$ cat config.mk
export PLATFORM = sky130hd
export DESIGN_NAME = id_stage_scoreboard_flat
export DESIGN_NICKNAME = d
export VERILOG_FILES = /design/src/rtl/id_stage_scoreboard_if.sv /design/src/rtl/id_stage_scoreboard.sv /design/src/flat_wrapper.sv
export SDC_FILE = /design/constraint.sdc
export NUM_CORES = 1
export LEC_CHECK = 0
export CORE_MARGIN = 2
export CORE_UTILIZATION = 53
export CTS_CLUSTER_SIZE = 40
export DETAILED_ROUTE_END_ITERATION = 16
export PLACE_DENSITY = 0.87
export REMOVE_ABC_BUFFERS = 1
export SYNTH_ARGS = -nofsm -noshare
export SYNTH_HDL_FRONTEND = slang
export SYNTH_SLANG_ARGS = --single-unit
$ cat constraint.sdc
create_clock -name clk -period 6.3 [get_ports clk]
set_clock_uncertainty 0.15 [all_clocks]
set_input_delay 0.63 -clock clk [delete_from_list [all_inputs] [get_ports clk]]
set_output_delay 0.63 -clock clk [all_outputs]
set_load 0.01 [all_outputs]
$ cat src/rtl/id_stage_scoreboard_if.sv
// Fetch / decode / EX / writeback bundle around the ID stage.
// Master side is the surrounding pipeline, slave side is the ID stage.
interface id_stage_scoreboard_if #(
    parameter int WORD_W = 16,
    parameter int RA_W   = 2
);
    logic              if_valid;
    logic [WORD_W-1:0] if_pc;
    logic [WORD_W-1:0] if_inst;
    logic              if_ready;
    logic              flush;
    logic              dec_use_rs;
    logic              dec_use_rt;
    logic              dec_reg_write;
    logic [RA_W-1:0]   dec_dest;
    logic              dec_halt;
    logic [WORD_W-1:0] id_inst;
    logic [WORD_W-1:0] id_pc;
    logic [RA_W-1:0]   rs;
    logic [RA_W-1:0]   rt;
    logic [RA_W-1:0]   rd;
    logic [WORD_W-1:0] rdata1;
    logic [WORD_W-1:0] rdata2;
    logic [WORD_W-1:0] imm_ext;
    logic [WORD_W-1:0] branch_target;
    logic [WORD_W-1:0] jump_target;
    logic              ex_valid;
    logic              ex_ready;
    logic              stall;
    logic              wb_we;
    logic [RA_W-1:0]   wb_addr;
    logic [WORD_W-1:0] wb_data;
    logic              halted;

    modport master (
        output if_valid, if_pc, if_inst, flush,
        output dec_use_rs, dec_use_rt, dec_reg_write,
        output dec_dest, dec_halt, ex_ready,
        output wb_we, wb_addr, wb_data,
        input  if_ready, id_inst, id_pc, rs, rt, rd,
        input  rdata1, rdata2, imm_ext,
        input  branch_target, jump_target,
        input  ex_valid, stall, halted
    );

    modport slave (
        input  if_valid, if_pc, if_inst, flush,
        input  dec_use_rs, dec_use_rt, dec_reg_write,
        input  dec_dest, dec_halt, ex_ready,
        input  wb_we, wb_addr, wb_data,
        output if_ready, id_inst, id_pc, rs, rt, rd,
        output rdata1, rdata2, imm_ext,
        output branch_target, jump_target,
        output ex_valid, stall, halted
    );
endinterface

$ cat src/rtl/id_stage_scoreboard.sv
// ID stage: IF/ID latch, bypassed register file and a per-register
// pending-write scoreboard that holds RAW and saturation hazards.
module id_stage_scoreboard #(
    parameter int WORD_W   = 16,
    parameter int RA_W     = 2,
    parameter int IMM_W    = 8,
    parameter int CNT_W    = 2,
    parameter int ZERO_REG = 0
) (
    input logic clk,
    input logic reset_n,
    id_stage_scoreboard_if.slave bus
);
    localparam int REG_CNT = 1 << RA_W;
    localparam logic [CNT_W-1:0] CNT_MAX = '1;
    localparam logic [CNT_W-1:0] CNT_ONE = CNT_W'(1);

    logic              r_valid;
    logic [WORD_W-1:0] r_pc;
    logic [WORD_W-1:0] r_inst;
    logic              r_halted;
    logic [WORD_W-1:0] r_regs [REG_CNT];
    logic [CNT_W-1:0]  r_cnt  [REG_CNT];

    logic [RA_W-1:0]   w_rs;
    logic [RA_W-1:0]   w_rt;
    logic [RA_W-1:0]   w_rd;
    logic [WORD_W-1:0] w_imm;
    logic              w_busy_rs;
    logic              w_busy_rt;
    logic              w_sat;
    logic              w_hazard;
    logic              w_ex_valid;
    logic              w_issue;
    logic              w_if_ready;
    logic              w_capture;
    logic              w_rs_zero;
    logic              w_rt_zero;
    logic              w_wb_ok;
    logic [REG_CNT-1:0] w_inc;
    logic [REG_CNT-1:0] w_dec;

    assign w_rs  = r_inst[WORD_W-5 -: RA_W];
    assign w_rt  = r_inst[WORD_W-5-RA_W -: RA_W];
    assign w_rd  = r_inst[WORD_W-5-2*RA_W -: RA_W];
    assign w_imm = {{(WORD_W-IMM_W){r_inst[IMM_W-1]}},
                    r_inst[IMM_W-1:0]};

    // A last pending write landing this cycle is served by the bypass.
    assign w_busy_rs = (r_cnt[w_rs] != '0)
        & ~((r_cnt[w_rs] == CNT_ONE) & bus.wb_we
            & (bus.wb_addr == w_rs));
    assign w_busy_rt = (r_cnt[w_rt] != '0)
        & ~((r_cnt[w_rt] == CNT_ONE) & bus.wb_we
            & (bus.wb_addr == w_rt));
    assign w_sat = r_cnt[bus.dec_dest] == CNT_MAX;

    assign w_hazard = r_valid
        & ((bus.dec_use_rs & w_busy_rs)
        | (bus.dec_use_rt & w_busy_rt)
        | (bus.dec_reg_write & w_sat));

    assign w_ex_valid = r_valid & ~w_hazard & ~bus.flush & ~r_halted;
    assign w_issue    = w_ex_valid & bus.ex_ready;
    assign w_if_ready = ~r_halted & ~bus.flush & (~r_valid | w_issue);
    assign w_capture  = bus.if_valid & w_if_ready;

    assign w_rs_zero = (ZERO_REG != 0) && (w_rs == '0);
    assign w_rt_zero = (ZERO_REG != 0) && (w_rt == '0);
    assign w_wb_ok   = bus.wb_we
        & ~((ZERO_REG != 0) && (bus.wb_addr == '0));

    assign bus.if_ready      = w_if_ready;
    assign bus.ex_valid      = w_ex_valid;
    assign bus.stall         = w_hazard & ~bus.flush;
    assign bus.halted        = r_halted;
    assign bus.id_inst       = r_inst;
    assign bus.id_pc         = r_pc;
    assign bus.rs            = w_rs;
    assign bus.rt            = w_rt;
    assign bus.rd            = w_rd;
    assign bus.imm_ext       = w_imm;
    assign bus.branch_target = r_pc + w_imm;
    assign bus.jump_target   = {r_pc[WORD_W-1 -: 4],
                                r_inst[WORD_W-5:0]};
    assign bus.rdata1 = w_rs_zero ? '0
        : (bus.wb_we && bus.wb_addr == w_rs) ? bus.wb_data
        : r_regs[w_rs];
    assign bus.rdata2 = w_rt_zero ? '0
        : (bus.wb_we && bus.wb_addr == w_rt) ? bus.wb_data
        : r_regs[w_rt];

    // Per-register increment on issue, decrement on writeback.
    always_comb begin
        w_inc = '0;
        w_dec = '0;
        for (int i = 0; i < REG_CNT; i++) begin
            w_inc[i] = w_issue & bus.dec_reg_write
                & (bus.dec_dest == RA_W'(i))
                & ~((ZERO_REG != 0) && (i == 0));
            w_dec[i] = bus.wb_we & (bus.wb_addr == RA_W'(i))
                & (r_cnt[i] != '0);
        end
    end

    // IF/ID latch: flush beats capture, capture beats plain issue.
    always_ff @(posedge clk or negedge reset_n) begin
        if (!reset_n) begin
            r_valid <= 1'b0;
            r_pc    <= '0;
            r_inst  <= '0;
        end else if (bus.flush) begin
            r_valid <= 1'b0;
        end else if (w_capture) begin
            r_valid <= 1'b1;
            r_pc    <= bus.if_pc;
            r_inst  <= bus.if_inst;
        end else if (w_issue) begin
            r_valid <= 1'b0;
        end
    end

    // Sticky halt once a HLT leaves for EX.
    always_ff @(posedge clk or negedge reset_n) begin
        if (!reset_n) r_halted <= 1'b0;
        else if (w_issue && bus.dec_halt) r_halted <= 1'b1;
    end

    // Register file write port; keeps running while halted.
    always_ff @(posedge clk or negedge reset_n) begin
        if (!reset_n) begin
            for (int i = 0; i < REG_CNT; i++) r_regs[i] <= '0;
        end else if (w_wb_ok) begin
            r_regs[bus.wb_addr] <= bus.wb_data;
        end
    end

    // Pending-write counters; simultaneous inc and dec cancel.
    always_ff @(posedge clk or negedge reset_n) begin
        if (!reset_n) begin
            for (int i = 0; i < REG_CNT; i++) r_cnt[i] <= '0;
        end else begin
            for (int i = 0; i < REG_CNT; i++) begin
                if (w_inc[i] && !w_dec[i])
                    r_cnt[i] <= r_cnt[i] + CNT_ONE;
                else if (w_dec[i] && !w_inc[i])
                    r_cnt[i] <= r_cnt[i] - CNT_ONE;
            end
        end
    end
endmodule

$ cat src/flat_wrapper.sv
// flat-port wrapper written by rule: the top's interface ports become plain ports
module id_stage_scoreboard_flat 
#(
    parameter int WORD_W   = 16,
    parameter int RA_W     = 2,
    parameter int IMM_W    = 8,
    parameter int CNT_W    = 2,
    parameter int ZERO_REG = 0
)
  (clk, reset_n, bus_if_valid, bus_if_pc, bus_if_inst, bus_flush, bus_dec_use_rs, bus_dec_use_rt, bus_dec_reg_write, bus_dec_dest, bus_dec_halt, bus_ex_ready, bus_wb_we, bus_wb_addr, bus_wb_data, bus_if_ready, bus_id_inst, bus_id_pc, bus_rs, bus_rt, bus_rd, bus_rdata1, bus_rdata2, bus_imm_ext, bus_branch_target, bus_jump_target, bus_ex_valid, bus_stall, bus_halted);
  id_stage_scoreboard_if #(.WORD_W(WORD_W), .RA_W(RA_W)) bus_i ();
  input logic clk;
  input logic reset_n;
  input wire logic [$bits(bus_i.if_valid)-1:0] bus_if_valid;
  input wire logic [$bits(bus_i.if_pc)-1:0] bus_if_pc;
  input wire logic [$bits(bus_i.if_inst)-1:0] bus_if_inst;
  input wire logic [$bits(bus_i.flush)-1:0] bus_flush;
  input wire logic [$bits(bus_i.dec_use_rs)-1:0] bus_dec_use_rs;
  input wire logic [$bits(bus_i.dec_use_rt)-1:0] bus_dec_use_rt;
  input wire logic [$bits(bus_i.dec_reg_write)-1:0] bus_dec_reg_write;
  input wire logic [$bits(bus_i.dec_dest)-1:0] bus_dec_dest;
  input wire logic [$bits(bus_i.dec_halt)-1:0] bus_dec_halt;
  input wire logic [$bits(bus_i.ex_ready)-1:0] bus_ex_ready;
  input wire logic [$bits(bus_i.wb_we)-1:0] bus_wb_we;
  input wire logic [$bits(bus_i.wb_addr)-1:0] bus_wb_addr;
  input wire logic [$bits(bus_i.wb_data)-1:0] bus_wb_data;
  output wire logic [$bits(bus_i.if_ready)-1:0] bus_if_ready;
  output wire logic [$bits(bus_i.id_inst)-1:0] bus_id_inst;
  output wire logic [$bits(bus_i.id_pc)-1:0] bus_id_pc;
  output wire logic [$bits(bus_i.rs)-1:0] bus_rs;
  output wire logic [$bits(bus_i.rt)-1:0] bus_rt;
  output wire logic [$bits(bus_i.rd)-1:0] bus_rd;
  output wire logic [$bits(bus_i.rdata1)-1:0] bus_rdata1;
  output wire logic [$bits(bus_i.rdata2)-1:0] bus_rdata2;
  output wire logic [$bits(bus_i.imm_ext)-1:0] bus_imm_ext;
  output wire logic [$bits(bus_i.branch_target)-1:0] bus_branch_target;
  output wire logic [$bits(bus_i.jump_target)-1:0] bus_jump_target;
  output wire logic [$bits(bus_i.ex_valid)-1:0] bus_ex_valid;
  output wire logic [$bits(bus_i.stall)-1:0] bus_stall;
  output wire logic [$bits(bus_i.halted)-1:0] bus_halted;
  assign bus_i.if_valid = bus_if_valid;
  assign bus_i.if_pc = bus_if_pc;
  assign bus_i.if_inst = bus_if_inst;
  assign bus_i.flush = bus_flush;
  assign bus_i.dec_use_rs = bus_dec_use_rs;
  assign bus_i.dec_use_rt = bus_dec_use_rt;
  assign bus_i.dec_reg_write = bus_dec_reg_write;
  assign bus_i.dec_dest = bus_dec_dest;
  assign bus_i.dec_halt = bus_dec_halt;
  assign bus_i.ex_ready = bus_ex_ready;
  assign bus_i.wb_we = bus_wb_we;
  assign bus_i.wb_addr = bus_wb_addr;
  assign bus_i.wb_data = bus_wb_data;
  assign bus_if_ready = bus_i.if_ready;
  assign bus_id_inst = bus_i.id_inst;
  assign bus_id_pc = bus_i.id_pc;
  assign bus_rs = bus_i.rs;
  assign bus_rt = bus_i.rt;
  assign bus_rd = bus_i.rd;
  assign bus_rdata1 = bus_i.rdata1;
  assign bus_rdata2 = bus_i.rdata2;
  assign bus_imm_ext = bus_i.imm_ext;
  assign bus_branch_target = bus_i.branch_target;
  assign bus_jump_target = bus_i.jump_target;
  assign bus_ex_valid = bus_i.ex_valid;
  assign bus_stall = bus_i.stall;
  assign bus_halted = bus_i.halted;
  id_stage_scoreboard #(.WORD_W(WORD_W), .RA_W(RA_W), .IMM_W(IMM_W), .CNT_W(CNT_W), .ZERO_REG(ZERO_REG)) u_core (.clk(clk), .reset_n(reset_n), .bus(bus_i));
endmodule
==> flow_results.org <==
** Power and ir drop
- In this run the static leakage power is 0.003606 uW.
- Worst IR drop on VDD :: 0.5686 mV
- Total power density per cell area :: approximately 600 mW/mm^2

** Route
- Total vias in the final route :: 4512
- Remaining antenna violation count :: 0
- Total routed wirelength :: 15130 microns
- Routed vias/inst :: approximately 5.7
- In the final routed layout, each cell accounts on average for 18.98 microns.
- The first detailed-routing pass ran for 4 iterations.
- The first routing iteration left 271 violations.
- In the routed design, unresolved DRC markers number 0.

** Yosys
- Averaged over all synthesized cells, the footprint is approximately 14 sq um.
- Portion of netlist area occupied by mux cells :: 0.3601
- Number of synthesized register bits :: 106
- Compound-Gate Fraction of Synth Area :: 0.05069
- Yosys warnings :: 0
- Of the total synthesized cell area, the portion taken by XOR and XNOR cells is 0.04002.
- Synth top area cells :: sky130_fd_sc_hd__dfrtp_1, sky130_fd_sc_hd__mux2_2, sky130_fd_sc_hd__mux4_2
- Yosys mapped a number of flops with a built-in enable equal to 0.
- Summing every instance area after synthesis gives about 0.0066 sq mm.
- Commonest register cell after synthesis :: sky130_fd_sc_hd__dfrtp_1
- Synthesis handed over a netlist of a little under 500 instances.
- Fraction of the mapped netlist area in simple logic gates :: 0.04059
- The share of synthesized area in the top cell type comes to 0.4040.
- Fraction of the mapped netlist area in adder cells :: 0.03925
- Of all cell types, the one taking the most synthesized area is sky130_fd_sc_hd__dfrtp_1.
- Async S/R FF share, synth :: 1.000
- Proportion of synthesized chip area in sequential cells :: 0.4040
- The number of different library cells used by synthesis comes to 46.
- By area, the combinational part of the netlist is dominated by multiplexers.

** Floorplan
- Row generation in the floorplan step produced 40 rows.
- Effective utilization at floorplan :: 0.5444
- The floorplan step defined a die boundary enclosing 0.01330 sq mm.
- Placeable Area :: 0.01206 sq mm
- Height of the chip :: roughly 120 microns
- Measured along the x axis, the die boundary spans 115.3 microns.
- In this run the count of I/O pins placed on the die edge is 184.

** Cells and area
- Total of fill cells in the finished design :: 800
- Footprint of the multi-input gates :: 0.003490 sq mm
- Fraction of layout instances using a drive strength above 1 :: 0.3084
- # nets final :: 706
- For this run, the share of the core covered by cells in the final layout is 0.7136.
- Finished Cell Area :: 0.008607 sq mm
- Area occupied by registers :: 0.002653 sq mm
- 0 antenna diodes ended up in the layout.
- Layout overhead on the synthesized area :: 31.08%

** Timing
- Subtracting the final worst setup slack from the clock period gives 4.438 ns.
- In the final timing run, aggregate negative setup slack is 0 ns.
- Across all hold checks on the routed design, the worst slack comes to ~0.066 ns.
- Total setup violations reported at the end of the flow :: 0
- In this run the tightest slew margin relative to its limit is 0.2582.
- Setup repair after global routing missed its margin :: false
- Worst Max-Slew Pin Slew :: 1.113 ns
- Final Max Slew Viols :: 0
- The final hold violation count is 0.
- Final clock period utilization by the worst path :: 0.7045
- Maximum frequency from static timing analysis :: 0.2253 GHz

** Placed design
- At the end of routability-driven placement, the weighted congestion stood at 0.7809.
- Port buffering added 183 buffers.
- Post-DP HPWL :: 10640 microns
- Summing all placed instances gives a cell area of 0.008279 sq mm.

** Clock network
- Setup repair bufs after CTS :: 0
- CTS buffer count :: 9
- In this run the clock root is driven by a sky130_fd_sc_hd__clkbuf_16.
- The longest clock path from root to sink contains 2 buffers.
- In this run the number of H-tree levels came out at 3.
- Clock tree synthesis found a total of 106 sinks.
- The clock reaches the later pin of the worst-skew pair after 0.34 ns.
- Gates resized during post-CTS repair numbered 0.
- After clock tree synthesis, the clock-pin slew on the worst setup and hold paths is about 0.070 ns.
- TritonCTS clock tree :: yes
- After clock tree synthesis, the flow added hold-fix buffers numbering 0.

** Outcome
- The run finished with clean final reports.

** Worst setup path
- Across all register-to-register paths, the minimum setup slack is 2.39 ns.
- Of all nets on the critical path, the largest fanout is 12.
- At the worst endpoint, the arrival time is 3.66 ns.
- The setup path with the least slack is of type reg -> out.
- STA classifies the critical path startpoint as a register.
- Number of cells on the worst reg-to-reg path :: 11
- STA classifies the critical path endpoint as an output pin.
- Start of the worst register-to-register path :: u_core.bus.id_inst[8]
- End of the worst register-to-register path :: u_core.r_cnt[5]
- Data on the critical path is required at its endpoint by around 5.5 ns.

** Global route
- The initial antenna violation count was 0.
- Via count of the first global-routing pass :: 4750
- Global-route wire length before repair :: 24100 microns
- Remaining global-route overflow :: 0
- Largest net degree at the start of global routing :: between 70 and 80
- Across every metal layer, demand over resource in global routing totals 0.2361.

** Job
- Maximum capacitance violations :: 0

** Min path
- The tightest min-delay check is of the in -> async type.
sequential cells by signal (all words and copies together) (netlist names):
| signal | flops |
|---|---|
| u_core.r_regs | 64 |
| u_core.bus.id_inst | 16 |
| u_core.bus.id_pc | 16 |
| u_core.r_cnt | 8 |
| u_core.bus.halted | 1 |
| u_core.r_valid | 1 |
critical path: stages (launching register included):
cell and delay (ns):
sky130_fd_sc_hd__dfrtp_1 0.81, sky130_fd_sc_hd__buf_4 0.38, sky130_fd_sc_hd__mux4_2 0.53, sky130_fd_sc_hd__o311a_1 0.14
sky130_fd_sc_hd__a311o_1 0.39, sky130_fd_sc_hd__nor2_1 0.15, sky130_fd_sc_hd__nand2_1 0.07, sky130_fd_sc_hd__a211oi_1 0.24
sky130_fd_sc_hd__clkdlybuf4s50_1 0.60
worst max-delay path by stage:
| stage | cells after the start | end | slack (ns) | start |
|---|---|---|---|---|
| after floorplan | 6 | u_core.bus.id_inst[7] | 2.66 | u_core.bus.id_inst[8] |
| after global placement | 8 | bus_if_ready | 2.25 | u_core.bus.id_inst[8] |
| after detailed placement | 8 | bus_if_ready | 2.19 | u_core.bus.id_inst[8] |
| after CTS | 8 | bus_if_ready | 1.80 | u_core.bus.id_inst[8] |
| after global routing | 8 | bus_if_ready | 1.60 | u_core.bus.id_inst[8] |
| final | 8 | bus_if_ready | 1.86 | u_core.bus.id_inst[8] |
cell usage in the layout (no fill, tap or decap), drive strengths merged, types with 2 or more instances in the layout:
cell type      synthesis  routed
nor2                  12      12
o211ai                 5       5
nor2b                  2       2
a31oi                  4       4
dfrtp                106     106
o311a                  2       2
clkdlybuf4s50          0     182
a21oi                  8       8
nor3                   3       3
clkbuf                13       9
nand3b                 2       2
o21ai                  5       5
nand3                  6       6
a21o                   5       5
o21a                   3       3
or3                    3       3
a211oi                 3       3
o21bai                 3       3
nor3b                  4       4
clkinv                 0       3
xor2                  17      17
nand2                  7       7
nor4                   2       2
buf                   47      10
ha                    19      19
xnor2                 13      13
a311o                  2       2
mux2                 128     128
mux4                  36      36
bufinv                 0       2
and3                   2       2
inv                    8       9
synthesized netlist by cell type, types with 2 or more instances:
library cell,n
sky130_fd_sc_hd__and3_1,2
sky130_fd_sc_hd__mux2_2,98
sky130_fd_sc_hd__nor3b_1,3
sky130_fd_sc_hd__inv_1,8
sky130_fd_sc_hd__o21ai_0,5
sky130_fd_sc_hd__xor2_1,17
sky130_fd_sc_hd__o21a_1,3
sky130_fd_sc_hd__nand2_1,7
sky130_fd_sc_hd__clkbuf_1,13
sky130_fd_sc_hd__buf_4,38
sky130_fd_sc_hd__dfrtp_1,106
sky130_fd_sc_hd__ha_1,19
sky130_fd_sc_hd__nand3_1,6
sky130_fd_sc_hd__nor3_1,3
sky130_fd_sc_hd__nand3b_1,2
sky130_fd_sc_hd__mux4_2,36
sky130_fd_sc_hd__a211oi_1,3
sky130_fd_sc_hd__a21oi_1,8
sky130_fd_sc_hd__nor2b_1,2
sky130_fd_sc_hd__nor4_1,2
sky130_fd_sc_hd__nor2_1,12
sky130_fd_sc_hd__buf_6,4
sky130_fd_sc_hd__o311a_1,2
sky130_fd_sc_hd__or3_1,3
sky130_fd_sc_hd__a21o_1,5
sky130_fd_sc_hd__buf_1,4
sky130_fd_sc_hd__mux2_4,30
sky130_fd_sc_hd__o21bai_1,3
sky130_fd_sc_hd__xnor2_1,13
sky130_fd_sc_hd__a311o_1,2
sky130_fd_sc_hd__o211ai_1,4
sky130_fd_sc_hd__a31oi_1,4
routing by layer:
| metal | GRT usage | part of all wire |
|---|---|---|
| met1 | 0.2946 | 0.41 |
| met5 | 0 | 0 |
| met2 | 0.4070 | 0.50 |
| met4 | 0.07711 | 0.013 |
| met3 | 0.05482 | 0.074 |
report_power, final:
part | total, uW | leakage (uW) | switching (uW) | internal, uW
clock | 604 | 0.000156 | 252 | 352
sequential | 1200 | 0.00125 | 307 | 894
combinational | 3350 | 0.00220 | 1330 | 2020
cells by family after synthesis:
logic type	after synthesis
muxes	164
DFF	106
buffers and inverters	68
and+or+nand+nor	48
AOI/OAI and AO/OA	45
xor gates and xnor gates	30
adders and majority gates	20
per-stage QoR:
step / setup WS (ns) / cells / power (uW)
final: 1.862 / 797 / 5160
after global placement: 2.246 / 781 / 4492
after floorplan: 2.658 / 421 / 2921
after CTS: 1.797 / 797 / 5205
after global routing: 1.604 / 797 / 5479
after detailed placement: 2.188 / 781 / 4556
layout make-up:
cell class | count | share of cell area
Tap cell | 168 | 0.02442
Clock inverter | 7 | 0.01192
Clock buffer | 9 | 0.02617
Sequential cell | 106 | 0.3082
Inverter | 8 | 0.003489
Multi-Input combinational cell | 307 | 0.4054
Timing Repair Buffer | 192 | 0.2204
Power figures use the tool's default switching activity.
